**config.mk**
```make
export PLATFORM = sky130hd
export DESIGN_NAME = fmap_buf_arbiter_flat
export DESIGN_NICKNAME = d
export VERILOG_FILES = /design/src/rtl/fmap_pkg.sv /design/src/rtl/fmap_buf_arbiter_if.sv /design/src/rtl/fmap_rr_pick.sv /design/src/rtl/fmap_buf_arbiter.sv /design/src/flat_wrapper.sv
export SDC_FILE = /design/constraint.sdc
export NUM_CORES = 1
export LEC_CHECK = 0
export BUFFER_PORTS_ARGS = -buffer_cell sky130_fd_sc_hd__clkbuf_2
export CAP_MARGIN = 20
export CORE_UTILIZATION = 46
export DETAILED_ROUTE_END_ITERATION = 12
export GPL_TIMING_DRIVEN = 1
export PLACE_DENSITY = 0.84
export SYNTH_ARGS = -nofsm -noshare
export SYNTH_HDL_FRONTEND = slang
export SYNTH_SLANG_ARGS = --single-unit
```
**constraint.sdc**
```tcl
create_clock -name clk -period 2.8 [get_ports clk]
set_input_delay 0.14 -clock clk [delete_from_list [all_inputs] [get_ports clk]]
set_output_delay 0.14 -clock clk [all_outputs]
set_load 0.03 [all_outputs]
```
**src/rtl/fmap_pkg.sv**
```systemverilog
// Shared types and width helpers for the feature-map buffer arbiter.
// Round-robin arbitration is selected with `define FMAP_ARB_RR_EN.
package fmap_pkg;

    typedef enum logic [1:0] {EMPTY, FILLING, FULL} state_t;
    typedef enum logic [1:0] {GNT_NONE, GNT_WR, GNT_RD} gnt_t;

    localparam int DEF_WIDTH = 32;
    localparam int DEF_DEPTH = 5408;

    // Address width; kept at least 1 so a single-word frame still has a port.
    function automatic int addr_w(input int depth);
        return (depth > 1) ? $clog2(depth) : 1;
    endfunction

    // Counter width able to hold the value DEPTH itself.
    function automatic int cnt_w(input int depth);
        return $clog2(depth + 1);
    endfunction

endpackage

```
**src/rtl/fmap_buf_arbiter_if.sv**
```systemverilog
// Producer, consumer and RAM port bundle for fmap_buf_arbiter.
// slave = arbiter side, master = environment (engines + RAM) side.
interface fmap_buf_arbiter_if
    import fmap_pkg::*;
#(
    parameter int WIDTH = DEF_WIDTH,
    parameter int DEPTH = DEF_DEPTH
);
    localparam int AW = addr_w(DEPTH);
    localparam int CW = cnt_w(DEPTH);

    logic             wr_clear;
    logic             wr_valid;
    logic [WIDTH-1:0] wr_data;
    logic             wr_ready;
    logic             frame_done;
    logic [CW-1:0]    wr_count;

    logic             rd_req;
    logic [AW-1:0]    rd_addr;
    logic             rd_gnt;
    logic             rd_rvalid;
    logic [WIDTH-1:0] rd_rdata;

    logic             ram_we;
    logic [AW-1:0]    ram_addr;
    logic [WIDTH-1:0] ram_din;
    logic [WIDTH-1:0] ram_dout;

    modport slave (
        input  wr_clear, wr_valid, wr_data, rd_req, rd_addr, ram_dout,
        output wr_ready, frame_done, wr_count, rd_gnt, rd_rvalid, rd_rdata,
        output ram_we, ram_addr, ram_din
    );

    modport master (
        output wr_clear, wr_valid, wr_data, rd_req, rd_addr, ram_dout,
        input  wr_ready, frame_done, wr_count, rd_gnt, rd_rvalid, rd_rdata,
        input  ram_we, ram_addr, ram_din
    );

endinterface

```
**src/rtl/fmap_rr_pick.sv**
```systemverilog
// Two-requester pick (producer write vs consumer read), one winner per cycle.
// FMAP_ARB_RR_EN: alternate on conflict via last_win; otherwise read has fixed priority.
module fmap_rr_pick
    import fmap_pkg::*;
(
`ifdef FMAP_ARB_RR_EN
    input  logic clk,
    input  logic rst,
`endif
    input  logic wr_elig,
    input  logic rd_elig,
    output gnt_t gnt
);

`ifdef FMAP_ARB_RR_EN
    gnt_t last_win;

    // Only contended grants move the pointer; uncontended ones leave it alone.
    always_ff @(posedge clk or posedge rst) begin
        if (rst)
            last_win <= GNT_RD;
        else if (wr_elig && rd_elig)
            last_win <= gnt;
    end

    always_comb begin
        gnt = GNT_NONE;
        if (wr_elig && rd_elig)
            gnt = (last_win == GNT_RD) ? GNT_WR : GNT_RD;
        else if (wr_elig)
            gnt = GNT_WR;
        else if (rd_elig)
            gnt = GNT_RD;
    end
`else
    // Read always wins: bounded consumer latency, producer may starve.
    always_comb begin
        gnt = GNT_NONE;
        if (rd_elig)
            gnt = GNT_RD;
        else if (wr_elig)
            gnt = GNT_WR;
    end
`endif

endmodule

```
**src/rtl/fmap_buf_arbiter.sv**
```systemverilog
// Single-port feature-map RAM controller: streaming writer vs random reader, frame fill tracking.
// Arbitration policy selected by `define FMAP_ARB_RR_EN (round robin) else read-priority.
module fmap_buf_arbiter
    import fmap_pkg::*;
#(
    parameter int WIDTH = DEF_WIDTH,
    parameter int DEPTH = DEF_DEPTH
)(
    input  logic               clk,
    input  logic               rst,
    fmap_buf_arbiter_if.slave  bus
);
    localparam int AW = addr_w(DEPTH);
    localparam int CW = cnt_w(DEPTH);

    state_t        state, state_nxt;
    gnt_t          gnt;
    logic [AW-1:0] wr_ptr;
    logic [CW-1:0] wr_count;
    logic [AW-1:0] addr_hold;
    logic          wr_elig;
    logic          wr_acc;
    logic          last_word;

    assign wr_elig   = bus.wr_valid && (state != FULL) && !bus.wr_clear;
    assign wr_acc    = (gnt == GNT_WR);
    assign last_word = (wr_count == CW'(DEPTH - 1));

    fmap_rr_pick u_pick (
`ifdef FMAP_ARB_RR_EN
        .clk     (clk),
        .rst     (rst),
`endif
        .wr_elig (wr_elig),
        .rd_elig (bus.rd_req),
        .gnt     (gnt)
    );

    always_ff @(posedge clk or posedge rst) begin
        if (rst)
            state <= EMPTY;
        else
            state <= state_nxt;
    end

    always_comb begin
        state_nxt    = state;
        bus.ram_we   = 1'b0;
        bus.ram_addr = addr_hold;
        bus.wr_ready = 1'b0;
        bus.rd_gnt   = 1'b0;

        unique case (gnt)
            GNT_WR: begin
                bus.ram_we   = 1'b1;
                bus.ram_addr = wr_ptr;
                bus.wr_ready = 1'b1;
            end
            GNT_RD: begin
                bus.ram_addr = bus.rd_addr;
                bus.rd_gnt   = 1'b1;
            end
            default: ;
        endcase

        if (bus.wr_clear)
            state_nxt = EMPTY;
        else if (wr_acc)
            state_nxt = last_word ? FULL : FILLING;
    end

    // wr_ptr saturates at DEPTH-1; the FULL state blocks further writes.
    always_ff @(posedge clk or posedge rst) begin
        if (rst) begin
            wr_ptr   <= '0;
            wr_count <= '0;
        end else if (bus.wr_clear) begin
            wr_ptr   <= '0;
            wr_count <= '0;
        end else if (wr_acc) begin
            wr_count <= wr_count + CW'(1);
            if (wr_ptr != AW'(DEPTH - 1))
                wr_ptr <= wr_ptr + AW'(1);
        end
    end

    always_ff @(posedge clk or posedge rst) begin
        if (rst) begin
            addr_hold      <= '0;
            bus.rd_rvalid  <= 1'b0;
            bus.frame_done <= 1'b0;
        end else begin
            addr_hold      <= bus.ram_addr;
            bus.rd_rvalid  <= bus.rd_gnt;
            bus.frame_done <= wr_acc && last_word;
        end
    end

    assign bus.wr_count = wr_count;
    assign bus.ram_din  = bus.wr_data;
    assign bus.rd_rdata = bus.ram_dout;

endmodule
```
**src/flat_wrapper.sv**
```systemverilog
// flat-port wrapper written by rule: the top's interface ports become plain ports
module fmap_buf_arbiter_flat import fmap_pkg::*;
#(
    parameter int WIDTH = DEF_WIDTH,
    parameter int DEPTH = DEF_DEPTH
)
  (clk, rst, bus_wr_clear, bus_wr_valid, bus_wr_data, bus_rd_req, bus_rd_addr, bus_ram_dout, bus_wr_ready, bus_frame_done, bus_wr_count, bus_rd_gnt, bus_rd_rvalid, bus_rd_rdata, bus_ram_we, bus_ram_addr, bus_ram_din);
  fmap_buf_arbiter_if #(.WIDTH(WIDTH), .DEPTH(DEPTH)) bus_i ();
  input  logic clk;
  input  logic rst;
  input wire logic [$bits(bus_i.wr_clear)-1:0] bus_wr_clear;
  input wire logic [$bits(bus_i.wr_valid)-1:0] bus_wr_valid;
  input wire logic [$bits(bus_i.wr_data)-1:0] bus_wr_data;
  input wire logic [$bits(bus_i.rd_req)-1:0] bus_rd_req;
  input wire logic [$bits(bus_i.rd_addr)-1:0] bus_rd_addr;
  input wire logic [$bits(bus_i.ram_dout)-1:0] bus_ram_dout;
  output wire logic [$bits(bus_i.wr_ready)-1:0] bus_wr_ready;
  output wire logic [$bits(bus_i.frame_done)-1:0] bus_frame_done;
  output wire logic [$bits(bus_i.wr_count)-1:0] bus_wr_count;
  output wire logic [$bits(bus_i.rd_gnt)-1:0] bus_rd_gnt;
  output wire logic [$bits(bus_i.rd_rvalid)-1:0] bus_rd_rvalid;
  output wire logic [$bits(bus_i.rd_rdata)-1:0] bus_rd_rdata;
  output wire logic [$bits(bus_i.ram_we)-1:0] bus_ram_we;
  output wire logic [$bits(bus_i.ram_addr)-1:0] bus_ram_addr;
  output wire logic [$bits(bus_i.ram_din)-1:0] bus_ram_din;
  assign bus_i.wr_clear = bus_wr_clear;
  assign bus_i.wr_valid = bus_wr_valid;
  assign bus_i.wr_data = bus_wr_data;
  assign bus_i.rd_req = bus_rd_req;
  assign bus_i.rd_addr = bus_rd_addr;
  assign bus_i.ram_dout = bus_ram_dout;
  assign bus_wr_ready = bus_i.wr_ready;
  assign bus_frame_done = bus_i.frame_done;
  assign bus_wr_count = bus_i.wr_count;
  assign bus_rd_gnt = bus_i.rd_gnt;
  assign bus_rd_rvalid = bus_i.rd_rvalid;
  assign bus_rd_rdata = bus_i.rd_rdata;
  assign bus_ram_we = bus_i.ram_we;
  assign bus_ram_addr = bus_i.ram_addr;
  assign bus_ram_din = bus_i.ram_din;
  fmap_buf_arbiter #(.WIDTH(WIDTH), .DEPTH(DEPTH)) u_core (.clk(clk), .rst(rst), .bus(bus_i));
endmodule
```
## Word level (Yosys, flattened, before mapping)

Index checks and enable logic that the tools add are counted.
Widths: inputs -> output; s select.

| storage, ports and cells | value |
|---|---|
| register bits after elaboration | 43 |
| output and inout bits | 95 |

| cells by class | value |
|---|---|
| add/sub/neg operators | 2 |
| equal/unequal tests | 5 |
| muxes and demuxes | 13 |
| reduce and logical (&&, ||, !) cells | 7 |

Operator list:

| operator | count |
|---|---|
| $mux 13 | 5 |
| $add 13x1->13 const B | 2 |
| $pmux 13 s2 | 1 |
| $eq 13x13->1 const B | 1 |
| $ne 13x13->1 const B | 1 |
| $mux 2 | 4 |
| $reduce_bool 2->1 | 2 |
| $logic_and 1x1->1 | 3 |
| $mux 1 | 3 |
| $eq 2x1->1 const B | 1 |
| $eq 2x2->1 const B | 1 |
| $ne 2x2->1 const B | 1 |
| $reduce_and 2->1 | 1 |
| $logic_not 1->1 | 1 |

## Longest topological paths before layout

Gate-level depths: netlist of run 1.

| logic depth | value |
|---|---|
| depth after elaboration | 8 |
| mapped depth | 7 |

## By module

Synthesis of run 1 repeated with hierarchy kept, for this count alone.

| unflattened totals | value |
|---|---|
| cells, all modules | 300 |
| area, all modules | 2808.9 um^2 |

Modules (own cells, without submodules):

| module | times used | cells each | area an instance (um^2) | sequential area each (um^2) |
|---|---|---|---|---|
| fmap_buf_arbiter | 1 | 298 | 2787.7 | 1076.0 |
| fmap_rr_pick | 1 | 2 | 21.3 | 0.0 |

## Worst setup path after synthesis of run 1

No wires, ideal clock.

| timing | value |
|---|---|
| path type | flip-flop to output port |
| start point | reg u_core.state[1] |
| end point | out bus_ram_addr[11] |
| arrival time | 1.748 ns |
| setup slack | 0.912 ns |
| cell stages (with the launch flop) | 6 |
| path buffers | 1 |
| cell sequence | dfrtp_1 > nor2b_1 > nor3_1 > buf_2 > a22oi_1 > nand2_1 |

| between the ends | value |
|---|---|
| word-level cells in the longest chain between the ends | 7 |
| elaborated cells on any way between the ends | 8 |
| classes of those cells | eq/ne: 3; mux: 3; reduce/logical: 2 |

Ends and longest elaborated chain:

| element | RTL line | text |
|---|---|---|
| from (decl) | fmap_buf_arbiter.sv:16 | `state_t state, state_nxt;` |
| from (signal assigned) | fmap_buf_arbiter.sv:43 | `state <= state_nxt;` |
| $ne 2x2->1 * | fmap_buf_arbiter.sv:25 | `assign wr_elig = bus.wr_valid && (state != FULL) && !bus.wr_clear;` |
| $logic_and 1x1->1 * (2 in a row) | fmap_buf_arbiter.sv:25 |  |
| $mux 1 * | fmap_rr_pick.sv:41 | `else if (wr_elig)` |
| $mux 2 * | fmap_rr_pick.sv:39 | `if (rd_elig)` |
| $eq 2x2->1 or $eq 2x1->1 (tied branches) | fmap_buf_arbiter.sv:53 | `unique case (gnt)` |
| $pmux 13 s2 * | fmap_buf_arbiter.sv:53 |  |
| to (decl) | flat_wrapper.sv:24 | `output wire logic [$bits(bus_i.ram_addr)-1:0] bus_ram_addr;` |

Every way passes the cells marked *; elsewhere a longest branch is shown, timed or not.

## Worst setup path in the final report of run 1

| timing | value |
|---|---|
| start point | reg u_core.state[1] |
| end point | out bus_ram_addr[6] |

Same word-level chain as after synthesis.

==> qor.yml, run 1 <==
synth-simple-area-share_pct: 22.3
syn_area_sq_mm: 0.00266
hold_viol: 0
synthMuxAreaShare_pct: 0.801
hpwl_mm: 3.80
ios: 177
yosys.area.top_type: "dfrtp_1"
startpoint_type: "flop"
worst_slack_ps: 564
routabilityCongestion: 0.809
clkLatencyLatePin_ps: 300
root_buffer: "clkbuf_8"
vias: 1930
crit_family: "simple AND/OR/NAND/NOR gates"
ys_ff_latch: 43
dr.max_layer_used: "met4"
r2r-start: "u_core.wr_ptr[0]"
cts_tree: "done"
cp.required_ps: 2660
grt_max_degree: 44
dieArea_sq_mm: 0.00608
multi_input_area_sq_mm: 0.00102
via_per_inst: 5.56
rows: 27
synth_top_area_share_pct: 40.5
dp_slack_ps: 573
worst_slew_pin_slew_ps: 680
synth-xor-area-share_pct: 2.31
path_depth: 6
ys_seq_area_share_pct: 40.5
power.density_mw_per_mm2: 499
syn_nets: 373
grt_overflow: 0
path_buf_inv: 2
clock_skew_ps: 9.39
wl_met2_mm: 2.62
core_sq_mm: 0.00554
endpoint_kind: "output port"
syn_area_per_cell_sq_um: 9.19
cts_buffer_depth: 2
wl_met1_mm: 2.43
outcome: "completed"
rsz0062_at_grt: "false"
antenna_found_initial: 0
r2r-end: "u_core.wr_ptr[1]"
synth_top_family_by_area: "simple AND/OR/NAND/NOR gates"
slew-limit-headroom_pct: 54.7
n_fill_cell: 541
clock-sinks: 43
finalWirelength_mm: 5.53
synth_compound_area_share_pct: 11.7
drive_gt1_share_pct: 26.9
final_net_count: 358
min_period_ps: 2240
met3_length_um: 385
synth_cells: 289
start_util_pct: 47.9
cp_max_fo: 9
cap_violations: 0
timing.final.crit_share_pct: 79.9
crit_start: "u_core.state[1]"
htreeDepth: 2
numPortBuffers: 48
final_common_cell: "clkbuf_2"
setup.worst_path.end: "bus_ram_addr[6]"
yosysWarnings: 0
synth_fa_ha_area_share_pct: 0.942
r2r_slack_ps: 720
grt_pass1_wl_mm: 9.12
report.final.slew_viol_count: 0
die_h_um: 78.0
clock.fmax_ghz: 0.447
numCtsBuffers: 5
setup_viol: 0
wl_per_cell_um: 15.9
syn2layout_area_growth_pct: -1.79
chipWidth_um: 78.0
clkTransAtPathRegs_ps: 90
dr.pass1.iters: 5
seq_area_sq_mm: 0.00108
finalSetupTns_ps: 0
power.leakage_uw: 0.00123
min_path_type: "in2reg"
arrival_ps: 2100
grtUsageTotal_pct: 19.0
drc: 0
ys_top_cells_by_area: "dfrtp_1, buf_4, nand2_1"
drtIter0Drc: 109
antennaDiodeCount: 0
rr_worst_depth: 5
crit_type: "reg2out"
cpPeakStageDelay_ps: 570
cp_slowest_cell: "nor3_2"
final_cell_mix: "clkbuf_2, dfrtp_1, nand2_1, a21oi_1, a22oi_1"
synth.distinct_cells: 47
drt.antenna.violating_nets: 0
max-vdd-ir-drop_mv: 0.264
crit_chain: "nor2b_1, nor3_2, buf_6, a22oi_1, nand2_1, clkbuf_2"
grt_pass1_vias: 1915
==> logic make-up after synthesis <==
logic type,after synthesis
xor gates and xnor gates,7
DFF,43
buffers and inverters,81
adders and majority gates,2
and+or+nand+nor,104
AOI/OAI and AO/OA,50
muxes,2
==> metrics by stage <==
stage	cells	power (uW)	cell area, sq um	hold WS (ps)	utilization (%)
after floorplan	289	947	2660	396	-
after global placement	337	828	2470	280	44.7
after detailed placement	337	830	2470	280	44.7
after CTS	346	1320	2600	47.5	46.9
after global routing	347	1360	2610	79.7	47.1
final	347	1300	2610	50.2	47.1
==> report_power, final <==
part	leakage (uW)	switching (uW)	internal (uW)	total, uW
combinational	0.000592	114	48.9	163
sequential	0.000575	13.1	643	656
clock	0.0000581	217	266	483
total	0.00123	345	958	1300
==> area by class of cell <==
cell class                      instances  share of cell area, %
Clock buffer                            5                   2.64
Clock inverter                          3                   1.68
Multi-Input combinational cell        165                   38.9
Inverter                                4                  0.576
Tap cell                               72                   3.45
Timing Repair Buffer                   55                   11.5
Sequential cell                        43                   41.2
==> Yosys cell counts (all sizes together) <==
library cell  count
or3               5
nand2            36
nand2b            3
o21ai            11
nor4              3
a211oi            1
and4              2
buf              70
nor2b             3
clkbuf            7
a21oi            15
mux2              1
nand4b            1
or3b              1
nor3              2
nor3b             1
ha                2
nand3b            1
xnor2             4
a22oi            13
and3              3
and2              1
nand4             6
or2               3
nand3            10
or4               7
mux2i             1
xor2              3
nor2             10
a31oi             2
dfrtp            43
a21o              2
inv               4
nor4b             5
o31ai             6
or4b              1
==> flip-flops by register name, indices dropped and copies added (netlist names) <==
signal / flops
u_core.bus.rd_rvalid: 1
u_core.addr_hold: 13
u_core.wr_ptr: 13
u_core.state: 2
u_core.bus.frame_done: 1
u_core.bus.wr_count: 13
==> timing repair <==
| action | CTS | global route |
|---|---|---|
| setup buffers | 0 | 0 |
| resized for setup | 0 | 0 |
| hold buffers | 1 | 0 |
| hold endpoints to repair | 43 | 0 |
==> routing by layer <==
metal,global-route usage [%],vias up
met5,0,-
li1,-,922
met1,24.4,923
met2,31.2,72
met3,3.65,13
met4,8.15,0
==> worst min-delay path, cell delays in order <==
cell	delay (ps)
clkbuf_2	70
nand2_1	40
nand2_1	60
==> worst min-delay path by stage <==
stage,end,from,cells past startpoint
after floorplan,u_core.addr_hold[0],rst,1
after global placement,bus_ram_din[14],bus_wr_data[14],0
after detailed placement,bus_ram_din[14],bus_wr_data[14],0
after CTS,u_core.addr_hold[5],bus_rd_addr[5],3
after global routing,u_core.addr_hold[2],bus_rd_addr[2],3
final,u_core.addr_hold[5],bus_rd_addr[5],3
(Power assumes the default switching activity.)
==> run 2: changes to the inputs <==
--- a/config.mk
+++ b/config.mk
@@ -7,10 +7,10 @@
 export LEC_CHECK = 0
 export BUFFER_PORTS_ARGS = -buffer_cell sky130_fd_sc_hd__clkbuf_2
 export CAP_MARGIN = 20
-export CORE_UTILIZATION = 46
+export CORE_UTILIZATION = 38
 export DETAILED_ROUTE_END_ITERATION = 12
 export GPL_TIMING_DRIVEN = 1
-export PLACE_DENSITY = 0.84
+export PLACE_DENSITY = 0.74
 export SYNTH_ARGS = -nofsm -noshare
 export SYNTH_HDL_FRONTEND = slang
 export SYNTH_SLANG_ARGS = --single-unit
==> constraint.sdc (replaced) <==
create_clock -name clk -period 1.8 [get_ports clk]
set_input_delay 0.09 -clock clk [delete_from_list [all_inputs] [get_ports clk]]
set_output_delay 0.09 -clock clk [all_outputs]
set_load 0.03 [all_outputs]
==> qor.yml, run 2 (synthesis gave the netlist of run 1 again) <==
cts_tree: "done"
timing.final.crit_share_pct: 96.8
finalWirelength_mm: 6.06
cp.required_ps: 1710
start_util_pct: 39.3
rows: 30
max-vdd-ir-drop_mv: 0.639
gr-usage-met1_pct: 20.8
vias: 2137
wl_per_cell_um: 15.6
power.density_mw_per_mm2: 658
cpPeakStageDelay_ps: 390
crit_family: "buffers and inverters"
arrival_ps: 1650
syn2layout_area_growth_pct: 12.8
crit_chain: "buf_4, nand2b_4, a31oi_4, buf_6, a22oi_1, nand2_1, clkbuf_4"
chipWidth_um: 85.6
clkLatencyLatePin_ps: 300
final_util_pct: 44.3
design_area_sq_mm: 0.00300
power.leakage_uw: 0.00140
htreeDepth: 2
cp_slowest_cell: "dfrtp_1"
via_per_inst: 5.52
dpl.cell_count: 365
ios: 177
slew-limit-headroom_pct: 63.0
antenna_found_initial: 0
grt_pass1_wl_mm: 9.72
top_usage_layer: "met2"
report.final.slew_viol_count: 0
final_cell_mix: "dfrtp_1, nand2_1, clkbuf_2, buf_4"
routabilityCongestion: 0.821
antennaDiodeCount: 0
drc: 0
final_common_cell: "dfrtp_1"
setup_viol: 0
min_path_type: "in2reg"
final_net_count: 391
cts_buffer_depth: 2
dp_slack_ps: -172
startpoint_type: "flop"
drt.antenna.violating_nets: 0
cp_max_fo: 7
clock.fmax_ghz: 0.574
numPortBuffers: 48
hpwl_mm: 3.93
path_buf_inv: 3
hold_viol: 0
grt_util_met2_pct: 27.3
drive_gt1_share_pct: 36.8
rsz0062_at_grt: "true"
worst_slack_ps: 57.0
clkTransAtPathRegs_ps: 90
clock-sinks: 43
crit_type: "reg2out"
worst_slew_pin_slew_ps: 555
drtIter0Drc: 121
grtUsageTotal_pct: 17.0
endpoint_kind: "output port"
grt_use_met3_pct: 5.49
grt_overflow: 0
instances_no_fill: 387
cap_violations: 0
reg.largest.list: "u_core.addr_hold: 13 flops, u_core.bus.wr_count: 13 flops, u_core.wr_ptr: 13 flops"
finalPower_uw: 1970
min_period_ps: 1740
root_buffer: "clkbuf_8"
grt_pass1_vias: 2041
dr.pass1.iters: 4
dieArea_sq_mm: 0.00733
outcome: "completed"
core_sq_mm: 0.00676
die_h_um: 85.6
grt_max_degree: 44
numCtsBuffers: 5
placed_area_sq_mm: 0.00264
clock_skew_ps: 11.9
[run 2: cell types whose count changed in the layout (fill, tap and decap cells not counted), sizes merged]
cell	before	now
clkinv	2	1
clkbuf	53	51
buf	6	34
bufinv	1	0
dlygate4sd3	1	9
[run 2: worst reg2reg max path, delay by kind of cell, from the launching register on]
family	cells	cell delay, ps
simple gates	3	970
flops	1	390
buf+inv	1	160
compound gates	1	140
[run 2: metal layers]
| metal | vias to the layer above | wire [um] |
|---|---|---|
| met4 | 0 | 106 |
| met1 | 1027 | 2570 |
| li1 | 982 | - |
| met5 | - | 0 |
| met2 | 111 | 2880 |
| met3 | 17 | 499 |
[run 2: final timing paths]
| path | from | endpoint | slack, ps | cells after the start |
|---|---|---|---|---|
| max in group asynchronous | rst | u_core.wr_ptr[2] | 930 | 4 |
| max | u_core.state[1] | bus_ram_addr[3] | 60 | 7 |
| min | bus_rd_addr[1] | u_core.addr_hold[1] | 10 | 3 |
| max reg2reg | u_core.state[1] | u_core.bus.wr_count[9] | 80 | 5 |
| min reg2reg | u_core.addr_hold[4] | u_core.addr_hold[4] | 500 | 2 |
| min in group asynchronous | rst | u_core.wr_ptr[0] | 460 | 4 |
[run 2: area by class of cell]
cell class | count | area (sq um)
Fill cell | 639 | 3760
Multi-Input combinational cell | 165 | 1100
Sequential cell | 43 | 1080
Timing Repair Buffer | 88 | 618
Tap cell | 80 | 100
Clock buffer | 6 | 82.6
Inverter | 4 | 15.0
Clock inverter | 1 | 5.00
[run 2: metrics by stage]
step | hold WS [ps] | setup TNS (ps)
detailed placement | 180 | -2050
finish | 12.0 | 0
floorplan | 312 | 0
global placement | 180 | -637
global route | 14.8 | -11.9
CTS | 1.56 | 0
[run 2: where the power goes]
part / switching (uW) / internal (uW)
Sequential: 18.8 / 1000
Combinational: 197 / 125
Clock: 328 / 302
Total: 544 / 1430
[run 2: timing repair]
item	in CTS	in global routing
setup endpoints to repair	18	18
resized for setup	18	28
gates cloned	1	1
pin swaps	6	5
hold buffers	9	0
endpoints found under the hold margin	51	0
buffers inserted	2	2
